===== config.mk =====
export PLATFORM = sky130hd
export DESIGN_NAME = wbuf_drain
export DESIGN_NICKNAME = d
export VERILOG_FILES = /design/src/rtl/wbuf_drain_pkg.sv /design/src/rtl/wbuf_drain.sv
export SDC_FILE = /design/constraint.sdc
export NUM_CORES = 1
export LEC_CHECK = 0
export CAP_MARGIN = 20
export CORE_MARGIN = 2
export CORE_UTILIZATION = 37
export DETAILED_ROUTE_END_ITERATION = 10
export HOLD_SLACK_MARGIN = 0.02
export PLACE_DENSITY = 0.79
export SLEW_MARGIN = 20
export SYNTH_ARGS = -nofsm -noshare
export SYNTH_HDL_FRONTEND = slang
export SYNTH_SLANG_ARGS = --single-unit

===== constraint.sdc =====
create_clock -name clk -period 0.95 [get_ports clk]
set_input_delay 0.285 -clock clk [delete_from_list [all_inputs] [get_ports clk]]
set_output_delay 0.285 -clock clk [all_outputs]
set_load 0.02 [all_outputs]

===== src/rtl/wbuf_drain_pkg.sv =====
// -----------------------------------------------------------------------------
// wbuf_drain_pkg
//   Shared definitions for the write-buffer drain engine:
//     - state_e        : drain FSM state encoding (2 bits)
//     - AXI_DATA_WIDTH : default beat / FIFO word width
//     - WBUF_BURST_LEN : default beats per burst
//     - FIFO_SIZE      : depth of the write-data FIFO this engine drains
// -----------------------------------------------------------------------------
package wbuf_drain_pkg;

  localparam int AXI_DATA_WIDTH = 32;
  localparam int WBUF_BURST_LEN = 4;
  localparam int FIFO_SIZE      = 16;

  typedef enum logic [1:0] {
    S_IDLE = 2'd0,
    S_POP  = 2'd1,
    S_CAP  = 2'd2,
    S_SEND = 2'd3
  } state_e;

endpackage


===== src/rtl/wbuf_drain.sv =====
// -----------------------------------------------------------------------------
// wbuf_drain
//   Read-side engine of the write-data FIFO. Pops one word at a time and
//   presents it as a valid/ready beat to the DRAM-cache write path, grouping
//   beats into BURST_LEN-long bursts with a last-beat marker. Only one word is
//   ever held, so a pop is never issued while a beat waits on wready_i.
//
//   Ports:
//     clk, rst_n        clock, synchronous active-low reset
//     aempty_i          FIFO almost-empty (1 = nothing may be popped)
//     rden_o            FIFO read enable, one-cycle pulse per word
//     rdata_i           FIFO read data, valid the cycle after rden_o
//     wvalid_o/wready_i beat handshake toward the cache write path
//     wdata_o, wlast_o  beat data and last-beat-of-burst marker
//     busy_o            burst partially sent or a word in flight
//     beats_o, bursts_o handshake / completed-burst counters
//                       (only when WBUF_DRAIN_STATS_EN is defined)
//
//   Build option: WBUF_DRAIN_STATS_EN adds the two 32-bit statistics ports.
//   All outputs are driven straight from flops.
// -----------------------------------------------------------------------------
module wbuf_drain
  import wbuf_drain_pkg::*;
#(
  parameter int DATA_WIDTH = AXI_DATA_WIDTH,
  parameter int BURST_LEN  = WBUF_BURST_LEN
) (
  input  logic                  clk,
  input  logic                  rst_n,
  input  logic                  aempty_i,
  output logic                  rden_o,
  input  logic [DATA_WIDTH-1:0] rdata_i,
  output logic                  wvalid_o,
  output logic [DATA_WIDTH-1:0] wdata_o,
  output logic                  wlast_o,
  input  logic                  wready_i,
  output logic                  busy_o
`ifdef WBUF_DRAIN_STATS_EN
  ,
  output logic [31:0]           beats_o,
  output logic [31:0]           bursts_o
`endif
);

  // A 1-bit counter is kept for BURST_LEN=1; it never leaves 0 because the
  // last-beat compare against LAST_BEAT (=0) is then always true.
  localparam int              CNT_W     = (BURST_LEN > 1) ? $clog2(BURST_LEN) : 1;
  localparam logic [CNT_W-1:0] LAST_BEAT = CNT_W'(BURST_LEN - 1);

  state_e                  state_q, state_d;
  logic [CNT_W-1:0]        beat_cnt_q, beat_cnt_d;
  logic [DATA_WIDTH-1:0]   data_q, data_d;
  logic                    last_q, last_d;
  logic                    rden_q, rden_d;
  logic                    wvalid_q, wvalid_d;
  logic                    busy_q, busy_d;
  logic                    hs_s;

  assign hs_s = wvalid_q & wready_i;

  // Next-state, beat counter and beat register update.
  always_comb begin
    state_d    = state_q;
    beat_cnt_d = beat_cnt_q;
    data_d     = data_q;
    last_d     = last_q;

    case (state_q)
      S_IDLE: begin
        // beat_cnt is left alone so a burst can stall here mid-way
        if (!aempty_i) begin
          state_d = S_POP;
        end else begin
          state_d = S_IDLE;
        end
      end
      S_POP: begin
        state_d = S_CAP;
      end
      S_CAP: begin
        data_d  = rdata_i;
        last_d  = (beat_cnt_q == LAST_BEAT);
        state_d = S_SEND;
      end
      S_SEND: begin
        if (hs_s) begin
          if (last_q) begin
            beat_cnt_d = '0;
          end else begin
            beat_cnt_d = beat_cnt_q + CNT_W'(1);
          end
          // aempty_i is only looked at here and in S_IDLE
          if (aempty_i) begin
            state_d = S_IDLE;
          end else begin
            state_d = S_POP;
          end
        end else begin
          state_d = S_SEND;
        end
      end
      default: begin
        state_d = S_IDLE;
      end
    endcase

    // Output flops are loaded from the next state so they line up with it.
    rden_d   = (state_d == S_POP);
    wvalid_d = (state_d == S_SEND);
    busy_d   = (state_d != S_IDLE) || (beat_cnt_d != '0);
  end

  // State, beat and output registers.
  always_ff @(posedge clk) begin
    if (!rst_n) begin
      state_q    <= S_IDLE;
      beat_cnt_q <= '0;
      data_q     <= '0;
      last_q     <= 1'b0;
      rden_q     <= 1'b0;
      wvalid_q   <= 1'b0;
      busy_q     <= 1'b0;
    end else begin
      state_q    <= state_d;
      beat_cnt_q <= beat_cnt_d;
      data_q     <= data_d;
      last_q     <= last_d;
      rden_q     <= rden_d;
      wvalid_q   <= wvalid_d;
      busy_q     <= busy_d;
    end
  end

  assign rden_o   = rden_q;
  assign wvalid_o = wvalid_q;
  assign wdata_o  = data_q;
  assign wlast_o  = last_q;
  assign busy_o   = busy_q;

`ifdef WBUF_DRAIN_STATS_EN
  logic [31:0] beats_q, beats_d;
  logic [31:0] bursts_q, bursts_d;

  // Handshake and completed-burst counters, wrapping modulo 2^32.
  always_comb begin
    beats_d  = beats_q;
    bursts_d = bursts_q;
    if (hs_s) begin
      beats_d = beats_q + 32'd1;
      if (last_q) begin
        bursts_d = bursts_q + 32'd1;
      end else begin
        bursts_d = bursts_q;
      end
    end else begin
      beats_d = beats_q;
    end
  end

  // Statistics registers.
  always_ff @(posedge clk) begin
    if (!rst_n) begin
      beats_q  <= 32'd0;
      bursts_q <= 32'd0;
    end else begin
      beats_q  <= beats_d;
      bursts_q <= bursts_d;
    end
  end

  assign beats_o  = beats_q;
  assign bursts_o = bursts_q;
`endif

endmodule


==> reports/metrics.yaml <==
synthesis:
  netlist_instances: 176
  syn-cell-area_sq_mm: 0.001587
  ys_seq_area_frac: 0.5047
  yosysWarnings: 0
  synth_nets: 213
  synth.distinct_cells: 24
  yosys_register_bits: 40
  synth.avg_cell_area_sq_um: 9.014
floorplan:
  die_x_um: 69.48
  core_sq_mm: 0.004058
  die_area_sq_mm: 0.004827
  initial_utilization: 0.3910
  die_h_um: 69.48
  pin_count: 72
  rows: 23
sta:
  grt_setup_unrepaired: "yes"
  hold_violations: 0
  relSlewSlack: 0.8459
  min_period_over_period: 1.159
  fmax_mhz: 907.9
  final.setup_skew_ns: 0.003155
  setup_slack_ns: -0.1514
  worst_pin_slew_ns: 0.2286
  drv_slew: 0
  finalSetupViolCount: 72
  min_period_ns: 1.101
grt:
  grt_pass1_vias: 1457
  grt_max_degree: 18
  grt_pass1_wl_mm: 6.837
  grt_overflow: 0
  grtUsageTotal: 0.1777
  antenna_found_initial: 0
route:
  drt_wl_total_mm: 4.396
  first_iter_violations: 78
  drcViolationCount: 0
  vias: 1517
  drt_pass1_iterations: 4
  vias_per_cell: 4.625
  antenna_left: 0
  wire_per_inst_um: 13.40
setup_path:
  startpoint_type: "flop"
  arrival_ns: 1.33
  crit_buf_inv: 1
  r2r-start: "wvalid_o"
  crit_path_max_fanout: 3
  reg2reg_depth: 4
  required_ns: 1.18
  end_kind: "flop"
  crit_chain: "buf_4 -> nand4_4 -> or3_4 -> a21oi_2"
  critPathMaxStageDelay_ns: 0.35
  crit_family: "simple AND/OR/NAND/NOR gates"
  crit_type: "flop to flop"
  rrSetupSlack_ns: -0.15
  r2r-end: "beat_cnt_q[0]"
  cp_slowest_cell: "dfxtp_4"
power:
  p_seq_frac: 0.453
  power_mw: 4.090
  power_density_mw_per_mm2: 1385
  p_sw_frac: 0.2653
  p_leak_nw: 1.172
  p_int_mw: 3.005
  clockPowerShare: 0.307
  combPwrFrac: 0.240
  p_sw_mw: 1.085
  worst_ir_drop_vdd_uv: 1094
layout:
  instances_no_fill: 328
  final_common_cell: "nand2_1"
  fillers: 319
  final_util: 0.7277
  multi_input_area_sq_um: 799.5
  nNetsFinal: 314
  seq_area_sq_um: 858.3
  stdcell_area_sq_mm: 0.002953
  final_cell_mix: "nand2_1 (48), buf_6 (42), dfxtp_2 (37)"
  area_growth_pct: 86.12
  diodes: 0
  drive_above_1_share: 0.6367
clock_tree:
  cts_buffer_depth: 2
  cts.sink_count: 40
  cts-htree-levels: 2
  cts_tree: "done"
  clk_pin_slew_worst_paths_ns: 0.08
  ctsHoldBuffers: 0
  clock_latency_ns: 0.29
  clockRootBuffer: "clkbuf_8"
  numCtsBuffers: 5
hold_path:
  holdPathEnd: "state_q[0]"
  hp-start: "aempty_i"
  min_path_cells: 4
  hold_class: "primary input to flop"
outcome:
  status: "complete, but fails checks"
  violations: "negative setup slack"
placed_design:
  dp.cells: 305
  dp_slack_ns: -0.5247
  port_buffers: 71
  gp_congestion: 0.7891
  placed_cell_area_sq_mm: 0.002497
  dp_hpwl_mm: 2.764
job:
  max-cap-violations: 0
==> kinds of logic (layout without fill, tap and decap cells) <==
group                      after synthesis  count (layout)  synth area share
adders and majority gates                1               1          0.007885
and+or+nand+nor                         81              81            0.2421
DFF                                     40              40            0.5047
buffers and inverters                   13             115           0.06309
AOI/OAI and AO/OA                       41              41            0.1822
==> sequential cells by signal, indices dropped and copies added (netlist names) <==
name	flops
beat_cnt_q	2
busy_o	1
rden_o	1
state_q	2
wdata_o	32
wlast_o	1
wvalid_o	1
==> synth_stat cells <==
| library cell | number | share of area |
|---|---|---|
| inv_1 | 1 | 0.0024 |
| a21oi_1 | 17 | 0.054 |
| buf_8 | 2 | 0.019 |
| a21oi_2 | 21 | 0.12 |
| a31oi_1 | 1 | 0.0039 |
| nand2_1 | 51 | 0.12 |
| buf_6 | 1 | 0.0071 |
| nand3b_1 | 1 | 0.0047 |
| o21ai_0 | 1 | 0.0032 |
| nor3b_1 | 1 | 0.0047 |
| buf_4 | 5 | 0.024 |
| buf_2 | 2 | 0.0063 |
| or3_1 | 1 | 0.0039 |
| inv_2 | 1 | 0.0024 |
| nor2b_1 | 1 | 0.0039 |
| dfxtp_1 | 40 | 0.50 |
| ha_1 | 1 | 0.0079 |
| nand4_2 | 1 | 0.0079 |
| nand2b_1 | 3 | 0.012 |
| buf_1 | 1 | 0.0024 |
| nand3_1 | 1 | 0.0032 |
| nand2_2 | 20 | 0.079 |
| nor2_1 | 1 | 0.0024 |
| o41ai_1 | 1 | 0.0055 |
==> power groups by stage <==
stage | Sequential [mW] | Combinational, mW | Clock [mW]
floorplan | 1.96 | 0.294 | 0
global placement | 1.86 | 0.775 | 0
detailed placement | 1.86 | 0.786 | 0
CTS | 1.85 | 0.934 | 1.29
global route | 1.86 | 1.04 | 1.37
finish | 1.85 | 0.982 | 1.26
==> worst reg2reg max path, stage by stage (launching register included) <==
cell and delay (ns):
dfxtp_4 0.35, buf_4 0.12, nand4_4 0.11, or3_4 0.35, a21oi_2 0.11
==> worst max-delay path by stage <==
stage | to | cells past startpoint | slack, ns | start
2_1_floorplan | beat_cnt_q[0] | 3 | -0.05 | wvalid_o
3_3_place_gp | beat_cnt_q[0] | 4 | -0.49 | wready_i
3_5_place_dp | beat_cnt_q[1] | 5 | -0.52 | wready_i
4_1_cts | wvalid_o | 1 | -0.13 | wvalid_o
5_1_grt | beat_cnt_q[0] | 4 | -0.19 | state_q[1]
6_report | beat_cnt_q[0] | 4 | -0.15 | wvalid_o
==> per-layer routing <==
| metal | vias to the layer above | share of wire | global-route usage | wire, um |
|---|---|---|---|---|
| met1 | 687 | 0.45 | 0.2330 | 1969 |
| met2 | 53 | 0.48 | 0.2756 | 2111 |
| met4 | 0 | 0.010 | 0.06536 | 44 |
| li1 | 772 | - | - | - |
| met5 | - | 0 | 0 | 0 |
| met3 | 5 | 0.061 | 0.05378 | 270 |
==> per-stage QoR <==
step                      setup TNS, ns  hold slack [ns]
after floorplan                  -1.105           0.3611
after global placement           -19.92           0.4414
after detailed placement         -20.43           0.4492
after CTS                        -5.986           0.4062
after global routing             -8.778           0.3606
final                            -5.724           0.3469
==> final cells by class <==
class / instances / area share
tap: 50 / 0.02119
clock buffer: 7 / 0.03305
multi-input combinational: 123 / 0.2708
clock inverter: 1 / 0.001695
sequential: 40 / 0.2907
timing repair buffer: 105 / 0.3801
inverter: 2 / 0.002542
==> repair_timing <==
item / in CTS / in global routing
setup buffers: 6 / 4
gates cloned: 3 / 3
pin swaps: 4 / 9
endpoints found under the setup margin: 73 / 74
gates resized for setup: 266 / 17
Power figures use the tool's default switching activity.
